**config.mk**
```make
export PLATFORM = sky130hd
export DESIGN_NAME = soc_sysid_arbiter
export DESIGN_NICKNAME = d
export VERILOG_FILES = /design/src/rtl/soc_sysid_arbiter.sv
export SDC_FILE = /design/constraint.sdc
export NUM_CORES = 1
export LEC_CHECK = 0
export ABC_AREA = 0
export BUFFER_PORTS_ARGS = -buffer_cell sky130_fd_sc_hd__clkbuf_2
export CORE_MARGIN = 4
export CORE_UTILIZATION = 30
export DETAILED_ROUTE_END_ITERATION = 6
export PLACE_DENSITY = 0.56
export SKIP_LAST_GASP = 1
export SLEW_MARGIN = 40
export SYNTH_ARGS = -nofsm -noshare
export SYNTH_HDL_FRONTEND = slang
export SYNTH_SLANG_ARGS = --single-unit
export TNS_END_PERCENT = 50
```
**constraint.sdc**
```tcl
create_clock -name clock -period 1.9 [get_ports clock]
set_input_delay 0 -clock clock [delete_from_list [all_inputs] [get_ports clock]]
set_output_delay 0 -clock clock [all_outputs]
set_load 0.01 [all_outputs]
```
**src/rtl/soc_sysid_arbiter.sv**
```systemverilog
// soc_sysid_arbiter: round-robin two-requester read arbiter in front of a system-ID slave
module soc_sysid_arbiter #(
  parameter int READ_LATENCY = 1
) (
  input  logic        clock,
  input  logic        reset_n,
  input  logic        m0_read,
  input  logic        m0_address,
  output logic        m0_waitrequest,
  output logic [31:0] m0_readdata,
  output logic        m0_readdatavalid,
  input  logic        m1_read,
  input  logic        m1_address,
  output logic        m1_waitrequest,
  output logic [31:0] m1_readdata,
  output logic        m1_readdatavalid,
  output logic        s_address,
  input  logic [31:0] s_readdata
);
  if (READ_LATENCY < 1 || READ_LATENCY > 4) begin : g_bad_latency
    $error("soc_sysid_arbiter: READ_LATENCY must be 1..4");
  end
  typedef enum logic [1:0] {IDLE, ACCESS, RESPOND} state_t;
  localparam logic [1:0] LOAD = 2'(READ_LATENCY - 1);
  state_t      r_state;
  logic [1:0]  r_cnt;
  logic        r_last;
  logic        r_idx;
  logic        r_saddr;
  logic        r_dv0;
  logic        r_dv1;
  logic [31:0] r_data;
  logic        w_idle;
  logic        w_g0;
  logic        w_g1;
  // acceptance is gated by reset_n so nothing is granted while reset is held
  assign w_idle           = reset_n && r_state == IDLE;
  assign w_g0             = w_idle && m0_read && (!m1_read || r_last);
  assign w_g1             = w_idle && m1_read && (!m0_read || !r_last);
  assign m0_waitrequest   = m0_read && !w_g0;
  assign m1_waitrequest   = m1_read && !w_g1;
  assign m0_readdata      = r_data;
  assign m1_readdata      = r_data;
  assign m0_readdatavalid = r_dv0;
  assign m1_readdatavalid = r_dv1;
  assign s_address        = r_saddr;
  always_ff @(posedge clock or negedge reset_n) begin
    if (!reset_n) begin
      r_state <= IDLE;
      r_cnt   <= 2'd0;
      r_last  <= 1'b1;
      r_idx   <= 1'b0;
      r_saddr <= 1'b0;
      r_dv0   <= 1'b0;
      r_dv1   <= 1'b0;
      r_data  <= 32'd0;
    end else begin
      case (r_state)
        IDLE: if (w_g0 || w_g1) begin
          r_state <= ACCESS;
          r_cnt   <= LOAD;
          r_idx   <= w_g1;
          r_saddr <= w_g1 ? m1_address : m0_address;
        end
        ACCESS: if (r_cnt == 2'd0) begin
          r_state <= RESPOND;
          r_data  <= s_readdata;
          r_saddr <= 1'b0;
          r_dv0   <= !r_idx;
          r_dv1   <= r_idx;
        end else begin
          r_cnt <= r_cnt - 2'd1;
        end
        RESPOND: begin
          r_state <= IDLE;
          r_last  <= r_idx;
          r_dv0   <= 1'b0;
          r_dv1   <= 1'b0;
        end
        default: r_state <= IDLE;
      endcase
    end
  end
endmodule

```
== Yosys cells after proc, flatten, opt, wreduce, memory -nomap -nowiden ==
Cells that the tools add are included.
Word-level totals
  register bits: 41
  input bits: 38
  output and inout bits: 69
Operators by class
  $add $sub $neg: 1
  eq/ne operators: 5
  multiplexer cells: 14
  reduce and logical (&&, ||, !) cells: 26
Operator list (number)
  $mux 2: 4
  $pmux 2 s2: 2
  $reduce_and 2->1: 4
  $logic_and 1x1->1: 7
  $logic_not 1->1: 6
  $pmux 1 s2: 3
  $reduce_and 3->1: 2
  $mux 1: 5
  $logic_not 2->1: 2
  $ne 2x2->1 const B: 2
  $reduce_bool 2->1: 2
  $logic_or 1x1->1: 3
  $eq 2x1->1 const B: 1
  $eq 2x2->1 const B: 1
  $ne 2x1->1 const B: 1
  $sub 2x1->2 const B: 1

== Depth between registers and ports, before layout ==
Gate-level depths: netlist of run 1.
  depth in word-level cells: 7
  depth in mapped cells: 6
  depth with buffers taken out: 5

== Least setup slack after synthesis of run 1 ==
No wires, ideal clock.
  path kind: register to register
  from: register r_cnt[0]
  to: register r_data[0] (netlist: m0_readdata[0])
  library setup time: 0.125 ns
  arrival: 1.288 ns
  data required time: 1.775 ns
  slack: 0.487 ns
  cell stages (with the launch flop): 6
  path buffers: 1
  cell sequence: dfrtp_1 > inv_1 > ha_1 > nand3_4 > buf_6 > mux2_4
On the way
  longest elaborated chain between the ends: 2
RTL lines
  from (decl): RTL line 26  | logic [1:0] r_cnt;
  from (signal assigned): RTL line 72  | r_cnt <= r_cnt - 2'd1;
  $logic_not 2->1: RTL line 65  | ACCESS: if (r_cnt == 2'd0) begin
  $reduce_and 2->1 (no line)
  to (signal assigned): RTL line 67  | r_data <= s_readdata;
  to (decl): RTL line 32  | logic [31:0] r_data;
Every way passes these cells.
A chain may end at the register's enable or synchronous reset.

== Worst setup path in the final report of run 1 ==
  from: register r_cnt[0]
  to: register r_data[25] (netlist: m0_readdata[25])
Same word-level chain as after synthesis.

==> flow_summary.yaml, run 1 <==
status:
  result_of_the_run: "finished, final reports clean"
global_route:
  globalRoute.totalOverflow: 0
  grt_pass1_wl_um: 7740
  globalRouteTotalUtil_pct: 11.7
  grt_max_degree: 39
  grt_antenna_before_repair: 0
  via_count_of_the_first_global_routing_pass: 1511
synthesis:
  synth_top_cells_by_area: "sky130_fd_sc_hd__dfrtp_1 (50%), sky130_fd_sc_hd__mux2_4 (21%), sky130_fd_sc_hd__buf_4 (12%)"
  post_synthesis_net_count: 185
  synth-seq-area-share_pct: 51.1
  ys_warn_count: 0
  synth-edff-count: 0
  yosysTopAreaCell: "sky130_fd_sc_hd__dfrtp_1"
  synthDominantCellAreaShare_pct: 49.8
  synth_common_cells: "sky130_fd_sc_hd__dfrtp_1 (40), sky130_fd_sc_hd__buf_4 (33), sky130_fd_sc_hd__mux2_4 (28)"
  yosys.cell_types.count: 24
  postSynth.topFlopCell: "sky130_fd_sc_hd__dfrtp_1"
  post_synth_instance_area_um2: 2010
  mapped_cells: 146
  post_synthesis_average_cell_area_um2: 13.8
  async_flop_share_pct: 100
  synth_most_common_cell: "sky130_fd_sc_hd__dfrtp_1"
  yosys_register_bits: 41
critical_path:
  timing.critical_path.fanout_max: 15
  worst_setup_path_start_kind: "flop"
  setup.worst_path.class: "flop to flop"
  ff2ff_setup_slack_ns: 0.30
  setup.worst_path.end_class: "flop"
  critPathArrivalTime_ns: 1.77
  timing.critical_path.required_ns: 2.07
detailed_routing:
  via_count: 1469
  routed_via_density: 4.33
  initial_drt_markers: 15
  detail_route.wl_per_cell_um: 13.4
  drt-pass1-iter-count: 2
  finalWirelength_um: 4560
  route.antenna.remaining_nets: 0
  drc: 0
cells_and_area:
  layout-area-overhead-vs-synth_pct: 41.1
  post_layout_nonfiller_instances: 339
  final_layout_size_suffix_gt1_share_pct: 57.6
  layout.core_utilization_pct: 44.2
  nets: 301
  antenna-diode-count: 0
run:
  timing.max_cap.violations: 0
floorplan:
  dieHeight_um: 89.9
  die_width_um: 89.9
  core_area_um2: 6420
  initial_core_util_pct: 31.3
  fp-row-count: 29
  die_footprint_um2: 8080
  ioPinCount: 107
clock_network:
  clkSinkCount: 41
  cts_repair_resize_count: 0
  clkLatencyLatePin_ns: 0.28
  number_of_buffers_inserted_during_clock_tree_synthesis: 5
  clockRootBuffer: "sky130_fd_sc_hd__clkbuf_8"
  cts_setup_buffers: 0
  tritoncts: "yes"
  cts_hold_buffers: 36
  cts.reportedPaths.clkPinSlew_ns: 0.07
  htreeDepth: 2
  maximum_buffer_depth_of_the_clock_tree: 2
sta:
  actual_slew_at_the_worst_max_slew_pin_ns: 0.493
  fin_worst_skew_ns: 0.00556
  fmaxAchievable_ghz: 0.625
  rsz0062_at_grt: "no"
  report.final.slew_viol_count: 0
  setup_violations: 0
  slew-limit-headroom_pct: 67.1
  fin_tns_setup_ns: 0
  final_min_period_over_clock_period_pct: 84.2
  period_minus_slack_ns: 1.60
  finalHoldViolations: 0
  timing.hold.ws_ns: 0.0506
power_and_ir_drop:
  p_leak_nw: 1.53
  power_density_nw_per_um2: 1110
  max-vdd-ir-drop_v: 0.000404
  fin_total_pwr_w: 0.00314
placement:
  gp_routability_congestion: 0.652
  numPlacedInstances: 296
  placement.io_buffers: 106
  dp_hpwl_um: 3060
hold_path:
  hold_class: "primary input to flop"
critical path, cell delays in order (launching register included):
cell and delay, ns:
sky130_fd_sc_hd__dfrtp_1 0.37, sky130_fd_sc_hd__inv_1 0.05, sky130_fd_sc_hd__ha_1 0.28, sky130_fd_sc_hd__nand3_4 0.13, sky130_fd_sc_hd__buf_4 0.29, sky130_fd_sc_hd__mux2_2 0.37
state kept, by name (all words and copies together) (netlist names):
name,cells
m0_readdata,32
m0_readdatavalid,1
r_cnt,2
r_idx,1
r_last,1
m1_readdatavalid,1
s_address,1
r_state,2
cells in the final DEF (no fill, tap or decap):
| cell | instances |
|---|---|
| sky130_fd_sc_hd__mux2i_1 | 2 |
| sky130_fd_sc_hd__a21o_1 | 2 |
| sky130_fd_sc_hd__a22o_1 | 2 |
| sky130_fd_sc_hd__nand3_4 | 1 |
| sky130_fd_sc_hd__dfrtp_1 | 40 |
| sky130_fd_sc_hd__buf_4 | 2 |
| sky130_fd_sc_hd__ha_1 | 1 |
| sky130_fd_sc_hd__a21boi_0 | 2 |
| sky130_fd_sc_hd__buf_12 | 1 |
| sky130_fd_sc_hd__inv_2 | 1 |
| sky130_fd_sc_hd__clkbuf_1 | 1 |
| sky130_fd_sc_hd__o21ai_1 | 2 |
| sky130_fd_sc_hd__nand2_1 | 6 |
| sky130_fd_sc_hd__nor3b_2 | 1 |
| sky130_fd_sc_hd__o31ai_1 | 1 |
| sky130_fd_sc_hd__a21oi_1 | 2 |
| sky130_fd_sc_hd__dlygate4sd3_1 | 36 |
| sky130_fd_sc_hd__a31oi_1 | 1 |
| sky130_fd_sc_hd__nand2b_1 | 1 |
| sky130_fd_sc_hd__inv_1 | 5 |
| sky130_fd_sc_hd__o21ai_0 | 4 |
| sky130_fd_sc_hd__clkbuf_8 | 6 |
| sky130_fd_sc_hd__clkbuf_2 | 106 |
| sky130_fd_sc_hd__nor4b_1 | 2 |
| sky130_fd_sc_hd__nand3_1 | 1 |
| sky130_fd_sc_hd__dfstp_2 | 1 |
| sky130_fd_sc_hd__mux2_2 | 4 |
| sky130_fd_sc_hd__mux2_4 | 28 |
path summary, 6_finish.rpt:
kind / startpoint / to / depth (start not counted)
max in group asynchronous: reset_n / m0_readdata[4] / 3
worst min-delay path: m1_read / r_idx / 3
worst max-delay path: r_cnt[0] / m0_readdata[25] / 5
worst max register to register: r_cnt[0] / m0_readdata[25] / 5
worst min register to register: r_cnt[1] / r_cnt[1] / 1
min in group asynchronous: reset_n / m0_readdatavalid / 2
layout make-up:
class	count	area (µm²)
fill	591	3580
sequential	41	1030
timing repair buffer	145	926
multi-input combinational	63	681
tap	77	96.3
clock buffer	7	86.3
inverter	6	22.5
routing by layer:
metal	GRT usage (%)	vias to the layer above	wire [µm]
met4	3.44	0	36
li1	-	694	-
met3	3.84	5	330
met2	19.0	67	2220
met5	0	-	0
met1	14.8	703	1970
stage by stage:
| step | instance area, µm² | setup WS (ns) |
|---|---|---|
| after CTS | 2840 | 0.291 |
| after global placement | 2390 | 0.343 |
| after floorplan | 2010 | 0.487 |
| after detailed placement | 2390 | 0.300 |
| after global routing | 2840 | 0.199 |
| final | 2840 | 0.301 |
cells by family after synthesis:
| family | count (synthesis) | share of synthesized area (%) |
|---|---|---|
| flops | 41 | 51.1 |
| compound gates | 16 | 5.04 |
| simple gates | 12 | 4.04 |
| fa+ha+maj | 1 | 0.622 |
| buf+inv | 42 | 15.1 |
| mux | 34 | 24.1 |
power breakdown:
part / internal, W / switching (W)
Clock: 0.000288 / 0.000284
Combinational: 0.000683 / 0.000561
Sequential: 0.00113 / 0.000199
Total: 0.00210 / 0.00104
Power figures use the tool's default switching activity.
==> inputs of run 2 (changes only) <==
- PLACE_DENSITY: 0.56 -> 0.58
- clock period: 1.9 -> 1.3 ns (I/O delays scaled with it)
==> run 2 against run 1 <==
Compared with the run above: the flow now finishes with violations (negative setup slack); global-route usage decreased by 0.23 points; count of clock-buffer cells in the layout unchanged; via count increased by 1.6%; sequential power increased by 46%; combinational power increased by 52%; design area increased by 4.5%.
==> flow_summary.yaml, run 2 (synthesis results as in run 1) <==
sta:
  period_minus_slack_ns: 1.32
  postLayoutSetupSlackWorst_ns: -0.0225
  fin_tns_setup_ns: -0.300
  final_min_period_over_clock_period_pct: 102
  rsz0062_at_grt: "yes"
  fmaxAchievable_ghz: 0.756
  setup_violations: 24
  fin_worst_skew_ns: 0.00668
  slew-limit-headroom_pct: 66.8
  report.final.slew_viol_count: 0
  actual_slew_at_the_worst_max_slew_pin_ns: 0.498
  timing.hold.ws_ns: 0.00503
  finalHoldViolations: 0
clock_network:
  number_of_buffers_inserted_during_clock_tree_synthesis: 5
  tritoncts: "yes"
  htreeDepth: 2
  cts.reportedPaths.clkPinSlew_ns: 0.08
  clockRootBuffer: "sky130_fd_sc_hd__clkbuf_8"
  maximum_buffer_depth_of_the_clock_tree: 2
  clkSinkCount: 41
  clkLatencyLatePin_ns: 0.28
critical_path:
  setup.worst_path.end_class: "flop"
  worstPathBufferInverterCount: 2
  worst_setup_path_start_kind: "flop"
  crit_chain: "inv_2, ha_4, nand3_4, clkbuf_16, mux2_4"
  timing.critical_path.fanout_max: 9
  timing.critical_path.required_ns: 1.47
  ff2ff_setup_slack_ns: -0.02
  worst-r2r-cell-count: 5
  r2r-start: "r_cnt[1]"
  crit_path_top_delay_cell: "sky130_fd_sc_hd__dfrtp_1"
  rr_endpoint: "m0_readdata[28]"
  cp_top_family: "flip-flops"
  setup.worst_path.class: "flop to flop"
  cp_slowest_stage_delay_ns: 0.40
  critPathArrivalTime_ns: 1.49
run:
  timing.max_cap.violations: 0
detailed_routing:
  detail_route.wl_per_cell_um: 13.1
  initial_drt_markers: 11
  via_count: 1493
  routed_via_density: 4.29
  route.antenna.remaining_nets: 0
  finalWirelength_um: 4570
  drc: 0
  drt-pass1-iter-count: 4
cells_and_area:
  filler_cell_count: 577
  antenna-diode-count: 0
  layout.core_utilization_pct: 46.2
  post_layout_nonfiller_instances: 348
  layout-area-overhead-vs-synth_pct: 47.5
  largest_register_ff_count: 32
  final_layout_size_suffix_gt1_share_pct: 60.9
  leading_cell_types_in_the_layout_fill_and_taps_excluded: "sky130_fd_sc_hd__clkbuf_2 (106), sky130_fd_sc_hd__dfrtp_1 (40), sky130_fd_sc_hd__dlygate4sd3_1 (35)"
  nets: 310
  multi_input_comb_area_um2: 711
  regArea_um2: 1030
  final_common_cell: "sky130_fd_sc_hd__clkbuf_2"
hold_path:
  hold_class: "primary input to flop"
  worst_hold_path.endpoint: "s_address"
  min_from: "m0_address"
  min_delay_path_depth: 3
power_and_ir_drop:
  max-vdd-ir-drop_v: 0.000521
  p_leak_nw: 1.60
  power_density_nw_per_um2: 1570
placement:
  dp_hpwl_um: 2960
  gp_routability_congestion: 0.718
  numPlacedInstances: 301
  dp_worst_setup_slack_ns: -0.0128
  placement.io_buffers: 106
floorplan:
  die_footprint_um2: 8080
  initial_core_util_pct: 31.3
  core_area_um2: 6420
  die_width_um: 89.9
  dieHeight_um: 89.9
  ioPinCount: 107
  fp-row-count: 29
status:
  result_of_the_run: "finished, violations left"
  failed_checks: "negative setup slack"
global_route:
  globalRouteTotalUtil_pct: 11.4
  grt_max_degree: 40
  via_count_of_the_first_global_routing_pass: 1572
  globalRoute.totalOverflow: 0
  grt_pass1_wl_um: 7690
  grt_antenna_before_repair: 0
## run 2: changes by cell type in the layout (fill, tap and decap cells not counted), sizes merged
cell / previous run / this run
buf: 3 / 12
dlygate4sd3: 36 / 35
clkbuf: 113 / 114
## run 2: how the worst max path moves through the flow
stage	slack [ns]	start	to	depth (start not counted)
after floorplan	-0.007	r_cnt[0]	m0_readdata[0]	5
after global routing	-0.08	r_cnt[0]	m0_readdata[24]	5
after detailed placement	-0.01	r_cnt[1]	m0_readdata[23]	5
after global placement	0.02	r_cnt[1]	m0_readdata[25]	5
after CTS	-0.02	r_cnt[1]	m0_readdata[23]	5
final	-0.02	r_cnt[1]	m0_readdata[28]	5
## run 2: power by group
group	internal [W]	switching, W
Sequential	0.00165	0.000282
Clock	0.000422	0.000409
Combinational	0.00104	0.000846
Total	0.00311	0.00154
## run 2: area by class of cell
type	count	share of cell area, %
Inverter	6	0.759
Timing Repair Buffer	154	34.5
Tap cell	77	3.25
Sequential cell	41	34.6
Multi-Input combinational cell	63	23.9
Clock buffer	7	2.91
## run 2: worst register-to-register path: cells and delay by family, from the launching register on
family,cells,cell delay (ns)
muxes,1,0.30
and+or+nand+nor,1,0.10
buffers and inverters,2,0.27
adders and majority gates,1,0.14
DFF,1,0.40
## run 2: timing repair
item                                    CTS  global route
hold buffers                             35             0
gates cloned                              0             1
buffers inserted                          3             2
endpoints found under the hold margin    75             0
endpoints found under the setup margin   13            37
gates resized for setup                   4             2
pin swaps                                 3             5
## run 2: stage by stage
stage	instance area, µm²	power (W)
3_5_place_dp	2450	0.00373
3_3_place_gp	2450	0.00371
2_1_floorplan	2040	0.00330
6_report	2970	0.00465
4_1_cts	2920	0.00468
5_1_grt	2970	0.00495
## run 2: layer usage
layer | wire length [µm] | GRT usage [%] | vias up
met5 | 0 | 0 | -
met4 | 18 | 2.68 | 0
met1 | 1910 | 13.6 | 709
li1 | - | - | 714
met2 | 2310 | 20.1 | 68
met3 | 329 | 3.84 | 2
